### src/rtl/mem_access_stage.sv
// Memory-access stage: turns a decoded load/store/LR/SC into a registered dcache
// request/hit handshake, formats load data, steers store lanes and keeps the LR/SC reservation.
module mem_access_stage #(
  parameter int WORD_W   = 32,
  parameter int RESV_LSB = 2
) (
  input  logic              CLK,
  input  logic              RST,
  input  logic              valid_i,
  input  logic              flush_i,
  input  logic              en_i,
  input  logic [6:0]        opcode_i,
  input  logic [2:0]        func3_i,
  input  logic [6:0]        func7_i,
  input  logic [WORD_W-1:0] addr_i,
  input  logic [WORD_W-1:0] store_i,
  output logic              dmemREN,
  output logic              dmemWEN,
  output logic [WORD_W-1:0] dmemaddr,
  output logic [WORD_W-1:0] dmemstore,
  output logic [3:0]        dmembyteen,
  input  logic              dhit,
  input  logic [WORD_W-1:0] dmemload,
  input  logic              snoop_inv,
  input  logic [WORD_W-1:0] snoop_addr,
  output logic [WORD_W-1:0] load_o,
  output logic              dhit_o,
  output logic              stall_o,
  output logic              resv_valid_o
);

  typedef enum logic [1:0] {IDLE = 2'b00, REQ = 2'b01, DONE = 2'b10} state_t;

  state_t                   state_r, state_n;
  logic [WORD_W-1:0]        addr_r, store_r, load_r;
  logic [3:0]               byteen_r;
  logic [2:0]               f3_r;
  logic                     lr_r, sc_r, ren_r, wen_r, dhit_r;
  logic                     resv_valid_r;
  logic [WORD_W-1:RESV_LSB] resv_addr_r;

  logic       is_load_s, is_store_s, is_lr_s, is_sc_s, mem_op_s;
  logic       snoop_hit_s, resv_match_s, capture_s, sc_fail_s, req_done_s;
  logic [1:0] st_size_s;
  logic [2:0] ld_f3_s;
  logic       unused_s;

  function automatic logic [WORD_W-1:0] fmt_load(input logic [2:0] f3, input logic [1:0] off,
                                                 input logic [WORD_W-1:0] word);
    logic [7:0]        b;
    logic [15:0]       h;
    logic [WORD_W-1:0] r;
    case (off)
      2'b00:   b = word[7:0];
      2'b01:   b = word[15:8];
      2'b10:   b = word[23:16];
      default: b = word[31:24];
    endcase
    h = off[1] ? word[31:16] : word[15:0];
    case (f3)
      3'b000:  r = {{(WORD_W-8){b[7]}}, b};
      3'b001:  r = {{(WORD_W-16){h[15]}}, h};
      3'b100:  r = {{(WORD_W-8){1'b0}}, b};
      3'b101:  r = {{(WORD_W-16){1'b0}}, h};
      default: r = word;
    endcase
    return r;
  endfunction

  function automatic logic [WORD_W-1:0] steer_data(input logic [1:0] size,
                                                   input logic [WORD_W-1:0] data);
    logic [WORD_W-1:0] r;
    case (size)
      2'b00:   r = {4{data[7:0]}};
      2'b01:   r = {2{data[15:0]}};
      default: r = data;
    endcase
    return r;
  endfunction

  function automatic logic [3:0] steer_be(input logic [1:0] size, input logic [1:0] off);
    logic [3:0] r;
    case (size)
      2'b00:   r = 4'b0001 << off;
      2'b01:   r = off[1] ? 4'b1100 : 4'b0011;
      default: r = 4'b1111;
    endcase
    return r;
  endfunction

  assign is_load_s  = (opcode_i == 7'b0000011);
  assign is_store_s = (opcode_i == 7'b0100011);
  assign is_lr_s    = (opcode_i == 7'b0101111) && (func7_i[6:2] == 5'b00010);
  assign is_sc_s    = (opcode_i == 7'b0101111) && (func7_i[6:2] == 5'b00011);
  assign mem_op_s   = valid_i & (is_load_s | is_store_s | is_lr_s | is_sc_s);
  assign st_size_s  = is_sc_s ? 2'b10 : func3_i[1:0];
  assign ld_f3_s    = is_lr_s ? 3'b010 : func3_i;
  assign unused_s   = ^{func7_i[1:0], snoop_addr[RESV_LSB-1:0]};

  // A same-cycle matching snoop already counts against an SC being captured
  assign snoop_hit_s  = snoop_inv & (snoop_addr[WORD_W-1:RESV_LSB] == resv_addr_r);
  assign resv_match_s = resv_valid_r & ~snoop_hit_s &
                        (resv_addr_r == addr_i[WORD_W-1:RESV_LSB]);
  assign req_done_s   = (state_r == REQ) & dhit;

  // Next-state and capture decode
  always_comb begin
    state_n   = state_r;
    capture_s = 1'b0;
    sc_fail_s = 1'b0;
    case (state_r)
      IDLE: begin
        if (mem_op_s && !flush_i) begin
          capture_s = 1'b1;
          if (is_sc_s && !resv_match_s) begin
            sc_fail_s = 1'b1;
            state_n   = DONE;
          end else begin
            state_n   = REQ;
          end
        end else begin
          state_n = IDLE;
        end
      end
      REQ: begin
        if (dhit) begin
          state_n = DONE;
        end else begin
          state_n = REQ;
        end
      end
      DONE: begin
        if (en_i || flush_i) begin
          state_n = IDLE;
        end else begin
          state_n = DONE;
        end
      end
      default: state_n = IDLE;
    endcase
  end

  // State register and registered completion flag
  always_ff @(posedge CLK or posedge RST) begin
    if (RST) begin
      state_r <= IDLE;
      dhit_r  <= 1'b0;
    end else begin
      state_r <= state_n;
      dhit_r  <= (state_n == DONE);
    end
  end

  // Latched request fields and result
  always_ff @(posedge CLK or posedge RST) begin
    if (RST) begin
      addr_r   <= {WORD_W{1'b0}};
      store_r  <= {WORD_W{1'b0}};
      load_r   <= {WORD_W{1'b0}};
      byteen_r <= 4'b0000;
      f3_r     <= 3'b000;
      lr_r     <= 1'b0;
      sc_r     <= 1'b0;
      ren_r    <= 1'b0;
      wen_r    <= 1'b0;
    end else if (capture_s) begin
      addr_r   <= addr_i;
      store_r  <= steer_data(st_size_s, store_i);
      byteen_r <= steer_be(st_size_s, addr_i[1:0]);
      f3_r     <= ld_f3_s;
      lr_r     <= is_lr_s;
      sc_r     <= is_sc_s;
      ren_r    <= ~sc_fail_s & (is_load_s | is_lr_s);
      wen_r    <= ~sc_fail_s & (is_store_s | is_sc_s);
      load_r   <= sc_fail_s ? {{(WORD_W-1){1'b0}}, 1'b1} : load_r;
    end else if (req_done_s) begin
      ren_r    <= 1'b0;
      wen_r    <= 1'b0;
      // Writes (stores and successful SC) report zero
      load_r   <= ren_r ? fmt_load(f3_r, addr_r[1:0], dmemload) : {WORD_W{1'b0}};
    end
  end

  // Reservation: a completing LR wins over a coincident snoop
  always_ff @(posedge CLK or posedge RST) begin
    if (RST) begin
      resv_valid_r <= 1'b0;
      resv_addr_r  <= {(WORD_W-RESV_LSB){1'b0}};
    end else if (req_done_s && lr_r) begin
      resv_valid_r <= 1'b1;
      resv_addr_r  <= addr_r[WORD_W-1:RESV_LSB];
    end else if (sc_fail_s || (req_done_s && sc_r) || snoop_hit_s) begin
      resv_valid_r <= 1'b0;
    end
  end

  assign dmemREN      = ren_r;
  assign dmemWEN      = wen_r;
  assign dmemaddr     = {addr_r[WORD_W-1:2], 2'b00};
  assign dmemstore    = store_r;
  assign dmembyteen   = byteen_r;
  assign load_o       = load_r;
  assign dhit_o       = dhit_r;
  assign resv_valid_o = resv_valid_r;
  assign stall_o      = ~RST & (((state_r == IDLE) & mem_op_s & ~flush_i) | (state_r == REQ));

endmodule
### config.mk
export PLATFORM = sky130hd
export DESIGN_NAME = mem_access_stage
export DESIGN_NICKNAME = d
export VERILOG_FILES = /design/src/rtl/mem_access_stage.sv
export SDC_FILE = /design/constraint.sdc
export NUM_CORES = 1
export LEC_CHECK = 0
export CAP_MARGIN = 20
export CORE_ASPECT_RATIO = 2
export CORE_MARGIN = 8
export CORE_UTILIZATION = 49
export CTS_CLUSTER_SIZE = 25
export DETAILED_ROUTE_END_ITERATION = 16
export PLACE_DENSITY = 0.95
export SKIP_LAST_GASP = 1
export SYNTH_ARGS = -nofsm -noshare
export SYNTH_HDL_FRONTEND = slang
export SYNTH_SLANG_ARGS = --single-unit
### constraint.sdc
create_clock -name CLK -period 8 [get_ports CLK]
set_clock_uncertainty 0.05 [all_clocks]
set_input_delay 1.6 -clock CLK [delete_from_list [all_inputs] [get_ports CLK]]
set_output_delay 1.6 -clock CLK [all_outputs]
set_load 0.03 [all_outputs]
After elaboration in Yosys (flattened, before gate mapping)
Cells that the tools add are included.
{"block": "op_classes", "eq_ne": 17, "shift": 1, "n_mux": 27, "n_bitwise": 20, "n_reduce_logical": 18}
{"op": "32-bit two-way mux", "n": 4}
{"op": "32-bit one-hot mux with 4 select lines", "n": 1}
{"op": "32-bit one-hot mux with 2 select lines", "n": 1}
{"op": "30-bit equality test", "n": 2}
{"op": "8-bit one-hot mux with 3 select lines", "n": 1}
{"op": "16-bit two-way mux", "n": 1}
{"op": "7-bit by 6-bit equality test with 1-bit output (second input constant)", "n": 2}
{"op": "1-bit AND", "n": 10}
{"op": "5-bit by 2-bit equality test with 1-bit output (second input constant)", "n": 2}
{"op": "1-bit two-way mux", "n": 10}
{"op": "2-bit two-way mux", "n": 5}
{"op": "4-bit one-hot mux with 2 select lines", "n": 1}
{"op": "7-bit by 2-bit equality test with 1-bit output (second input constant)", "n": 1}
{"op": "2-bit by 1-bit equality test with 1-bit output (second input constant)", "n": 3}
{"op": "2-bit equality test (second input constant)", "n": 3}
{"op": "3-bit equality test (second input constant)", "n": 2}
{"op": "1-bit logical AND", "n": 6}
{"op": "2-bit zero test", "n": 3}
{"op": "1-bit bitwise OR", "n": 6}
{"op": "2-bit one-hot mux with 3 select lines", "n": 1}
{"op": "4-bit two-way mux", "n": 1}
{"op": "1-bit inverter", "n": 4}
{"op": "2-bit nonzero test", "n": 2}
{"op": "1-bit by 2-bit left shift with 4-bit output (first input constant)", "n": 1}
{"op": "7 further kinds", "n": 10}
{"block": "word_totals", "regBits": 141, "in_bits": 152, "out_inout_bits": 105, "elab_cells": 96}

Logic depth before layout (Yosys ltp)
{"block": "logic_depth", "word_depth": 14, "mapped_depth": 7}

Worst setup path before layout
Ideal clock, no wire load.
{"block": "synth_path", "path_kind": "input-to-output", "startpoint": "in flush_i", "endpoint": "out stall_o", "arrival_ns": 3.528, "required_time_ns": 6.350, "setup_slack_ns": 2.822, "stages": 6, "cell_sequence": "or4b_4 or3_4 or2_1 buf_6 clkbuf_1 a21oi_1"}
{"block": "synth_via", "elab_chain_cells": 4}
{"item": "from (decl)", "line": "10", "rtl": "input logic flush_i,"}
{"item": "1-bit inverter", "line": "205", "rtl": "assign stall_o = ~RST & (((state_r == IDLE) & mem_op_s & ~flush_i) | (state_r == REQ));"}
{"item": "1-bit AND", "line": "205"}
{"item": "1-bit bitwise OR", "line": "205"}
{"item": "1-bit AND", "line": "205"}
{"item": "to (decl)", "line": "28", "rtl": "output logic stall_o,"}
No other way between the ends.

Worst setup path in the final report
{"block": "layout_path", "startpoint": "in func7_i[5]", "endpoint": "out stall_o"}
{"block": "layout_via", "elab_chain_cells": 9, "elab_cells_between_ends": 11, "classes_between": "eq/ne: 2; bitwise: 7; reduce/logical: 2"}
{"item": "from (decl)", "line": "14", "rtl": "input logic [6:0] func7_i,"}
{"item": "5-bit by 2-bit equality test with 1-bit output", "line": "93", "rtl": "assign is_lr_s = (opcode_i == 7'b0101111) && (func7_i[6:2] == 5'b00010);"}
{"item": "1-bit logical AND", "line": "93"}
{"item": "1-bit bitwise OR", "line": "95", "rtl": "assign mem_op_s = valid_i & (is_load_s | is_store_s | is_lr_s | is_sc_s);"}
{"item": "1-bit bitwise OR *", "line": "95"}
{"item": "1-bit AND *", "line": "95"}
{"item": "1-bit AND * (2 in a row)", "line": "205"}
{"item": "1-bit bitwise OR *", "line": "205"}
{"item": "1-bit AND *", "line": "205"}
Mark *: on every way between the ends. The rest lies on a longest branch, timed or not.

==> flow_summary_export.csv <==
group,metric,value,unit
run_status,status,"finished, final reports clean",
timing,fin_crit,6.40,ns
placed_design,dpl-instance-area,0.00972,mm²
worst_setup_path,cp.required,6.35,ns
synthesis,synth_top_family_by_area,"simple AND/OR/NAND/NOR gates",
worst_setup_path,critPathArrivalTime,4.75,ns
final_layout,final_area,0.0103,mm²
placed_design,port-buffer-count,250,
global_route,grt_antenna_before_repair,2,
floorplan,rows,63,
global_route,global_route.usage.met3,0.0621,
timing,rsz0062_at_grt,"false",
synthesis,synthSimpleGateAreaFrac,0.171,
drt,remaining_drc_errors,0,
synthesis,synth-edff-count,0,
drt,via_count,6686,
clock_network,numCtsBuffers,17,
synthesis,synth-async-reset-ratio,1.00,
synthesis,synth_top_area_cell,"dfrtp_1",
final_layout,nets,1110,
final_layout,fillers,1028,
floorplan,die_h,189,µm
worst_setup_path,cp_max_fo,81,
timing,maxSlewViolCount,0,
worst_setup_path,end_kind,"primary output",
synthesis,synth_compound_area_frac,0.136,
clock_network,clkTransAtPathRegs,0.07,ns
final_layout,multi_input_area,0.00334,mm²
global_route,grt-busiest-layer,"met2",
global_route,grt_use_met2,0.457,
min_path,hold_class,"reg2reg",
synthesis,muxShareOfSynthArea,0.0754,
synthesis,synth_ff_type,"dfrtp_1",
floorplan,die_area,0.0193,mm²
timing,whs,0.428,ns
run,max_cap_violations,0,
timing,fmax,156,MHz
timing,tightest_slew,0.849,ns
power_and_ir_drop,peakVddDrop,0.148,mV
synthesis,ys_seq_area_frac,0.483,
clock_network,cts_tree,"done",
placed_design,gp_congestion,0.981,
timing,hold_viol_final,0,
synthesis,synthAdderAreaFrac,0,
timing,timing.final.crit_share,0.800,
drt,via_per_inst,5.72,
global_route,grt_usage,0.267,
synthesis,syn_avg_cell_area,9.72,µm²
clock_network,htree_levels,4,
worst_setup_path,cp-start-kind,"primary input",
synthesis,synthXorXnorAreaFrac,0.0719,
synthesis,synthTopCellsByArea,"dfrtp_1 48%, nand2_1 8.2%, mux2_2 5.5%, xnor2_1 5.4%, a21oi_1 3.4%",
final_layout,area_growth,41.4,%
synthesis,synth.most_common_cell,"nand2_1",
clock_network,root_buffer,"clkbuf_16",
worst_setup_path,crit_type,"in2out",
timing,maxSlewHeadroom,0.434,
floorplan,core_area,0.0147,mm²
floorplan,die_w,102,µm
synthesis,ys_top_cells_by_count,"160 x nand2_1, 141 x dfrtp_1, 50 x a21oi_1",
placed_design,place_hpwl,18.7,mm
drt,drt-wirelength-per-cell,21.7,µm
timing,setup_viol,0,
global_route,grt_max_degree,82,
power_and_ir_drop,p_leak,4.59,nW
clock_network,clock-sinks,141,
clock_network,cts_buffer_depth,2,
floorplan,start_util,0.496,
drt,antenna_left,0,
clock_network,clock_latency,0.42,ns
synthesis,synth_cell_types,56,
global_route,grt_pass1_wl,39.0,mm
clock_network,hold_buffers,0,
global_route,grt_remaining_overflow,0,
final_layout,seq_area,0.00353,mm²
worst_setup_path,r2r_slack,5.07,ns
synthesis,ys_ff_latch,141,
synthesis,synth.top_cell.area_share,0.483,
power_and_ir_drop,pwr_density_cell,188,mW/mm²
synthesis,synth_area,0.00731,mm²
clock_network,cts_resized,0,
synthesis,ys_warn_count,0,
global_route,grt_pass1_vias,7127,
floorplan,ioPinCount,257,
drt,drt-pass1-iter-count,5,
timing,final.setup.tns,0,ns
drt,drt_iter0_drc,349,
global_route,use_met1,0.269,
clock_network,postCtsSetupBuffers,0,
drt,wirelength,25.3,mm
synthesis,syn_inst,752,
final_layout,drive_gt1_frac,0.0978,
[critical path, cell delays in order]
cell	delay, ns
clkdlybuf4s50_1	0.44
nor4b_1	0.66
a31oi_1	0.36
or2_2	0.37
buf_4	0.38
a21oi_1	0.23
clkdlybuf4s50_1	0.69
[per-stage QoR]
stage                     cells   util  setup WS (ns)  total power [W]
after floorplan             753      -           2.57         0.000972
after global placement     1133  0.659           1.62          0.00113
after detailed placement   1133  0.659           1.55          0.00114
after CTS                  1165  0.700           1.54          0.00195
after global routing       1168  0.701           1.31          0.00201
final                      1169  0.701           1.60          0.00194
[registers in the layout, summed over array words and instances, names as in the netlist]
name,flops
dmemstore,32
dmemREN,1
lr_r,1
dmemWEN,1
load_o,32
addr_r,32
resv_valid_o,1
f3_r,3
dmembyteen,4
sc_r,1
dhit_o,1
state_r,2
resv_addr_r,30
[power by group]
group	total, W	internal (W)	leakage, nW	switching, W
sequential	0.000777	0.000749	1.93	0.0000275
clock	0.000808	0.000474	0.288	0.000334
combinational	0.000358	0.000166	2.37	0.000192
total	0.00194	0.00139	4.59	0.000553
[layout by cell type (no fill, tap or decap), drive strengths merged, types with 10 or more instances in the layout]
cell type,n
a211oi,12
a21oi,50
a22oi,18
a31oi,13
buf,10
clkbuf,18
clkdlybuf4s50,250
dfrtp,141
inv,12
mux2,36
mux2i,10
nand2,160
nand2b,24
nand4,13
nor2,34
nor2b,15
o21ai,13
o31ai,16
xnor2,45
xor2,15
[per-layer routing]
metal	vias to the layer above	share of wire	wire, µm
met5	-	0	0
met1	3227	0.33	8280
li1	2987	-	-
met4	0	0.068	1730
met2	369	0.53	13400
met3	103	0.074	1870
[worst paths after layout]
path,startpoint,to,depth (start not counted)
worst max register to register,state_r[0],dmembyteen[0],6
worst min register to register,dmemstore[8],dmemstore[8],2
worst min-delay path,dmemstore[8],dmemstore[8],2
min in group asynchronous,RST,addr_r[9],2
max in group asynchronous,RST,resv_addr_r[5],3
worst max-delay path,func7_i[5],stall_o,7
[area by class of cell]
cell class | count | share of cell area
antenna | 3 | 0.000727
timing repair buffer | 260 | 0.250
clock buffer | 18 | 0.0425
tap | 195 | 0.0236
inverter | 7 | 0.00303
sequential | 141 | 0.342
clock inverter | 14 | 0.0154
multi-input combinational | 531 | 0.324
[cell families after synthesis]
logic type,count (synthesis)
AOI/OAI and AO/OA,148
xor gates and xnor gates,60
buffers and inverters,81
DFF,141
muxes,48
other,1
and+or+nand+nor,273
Note: power is estimated with default switching activity, not from simulation.
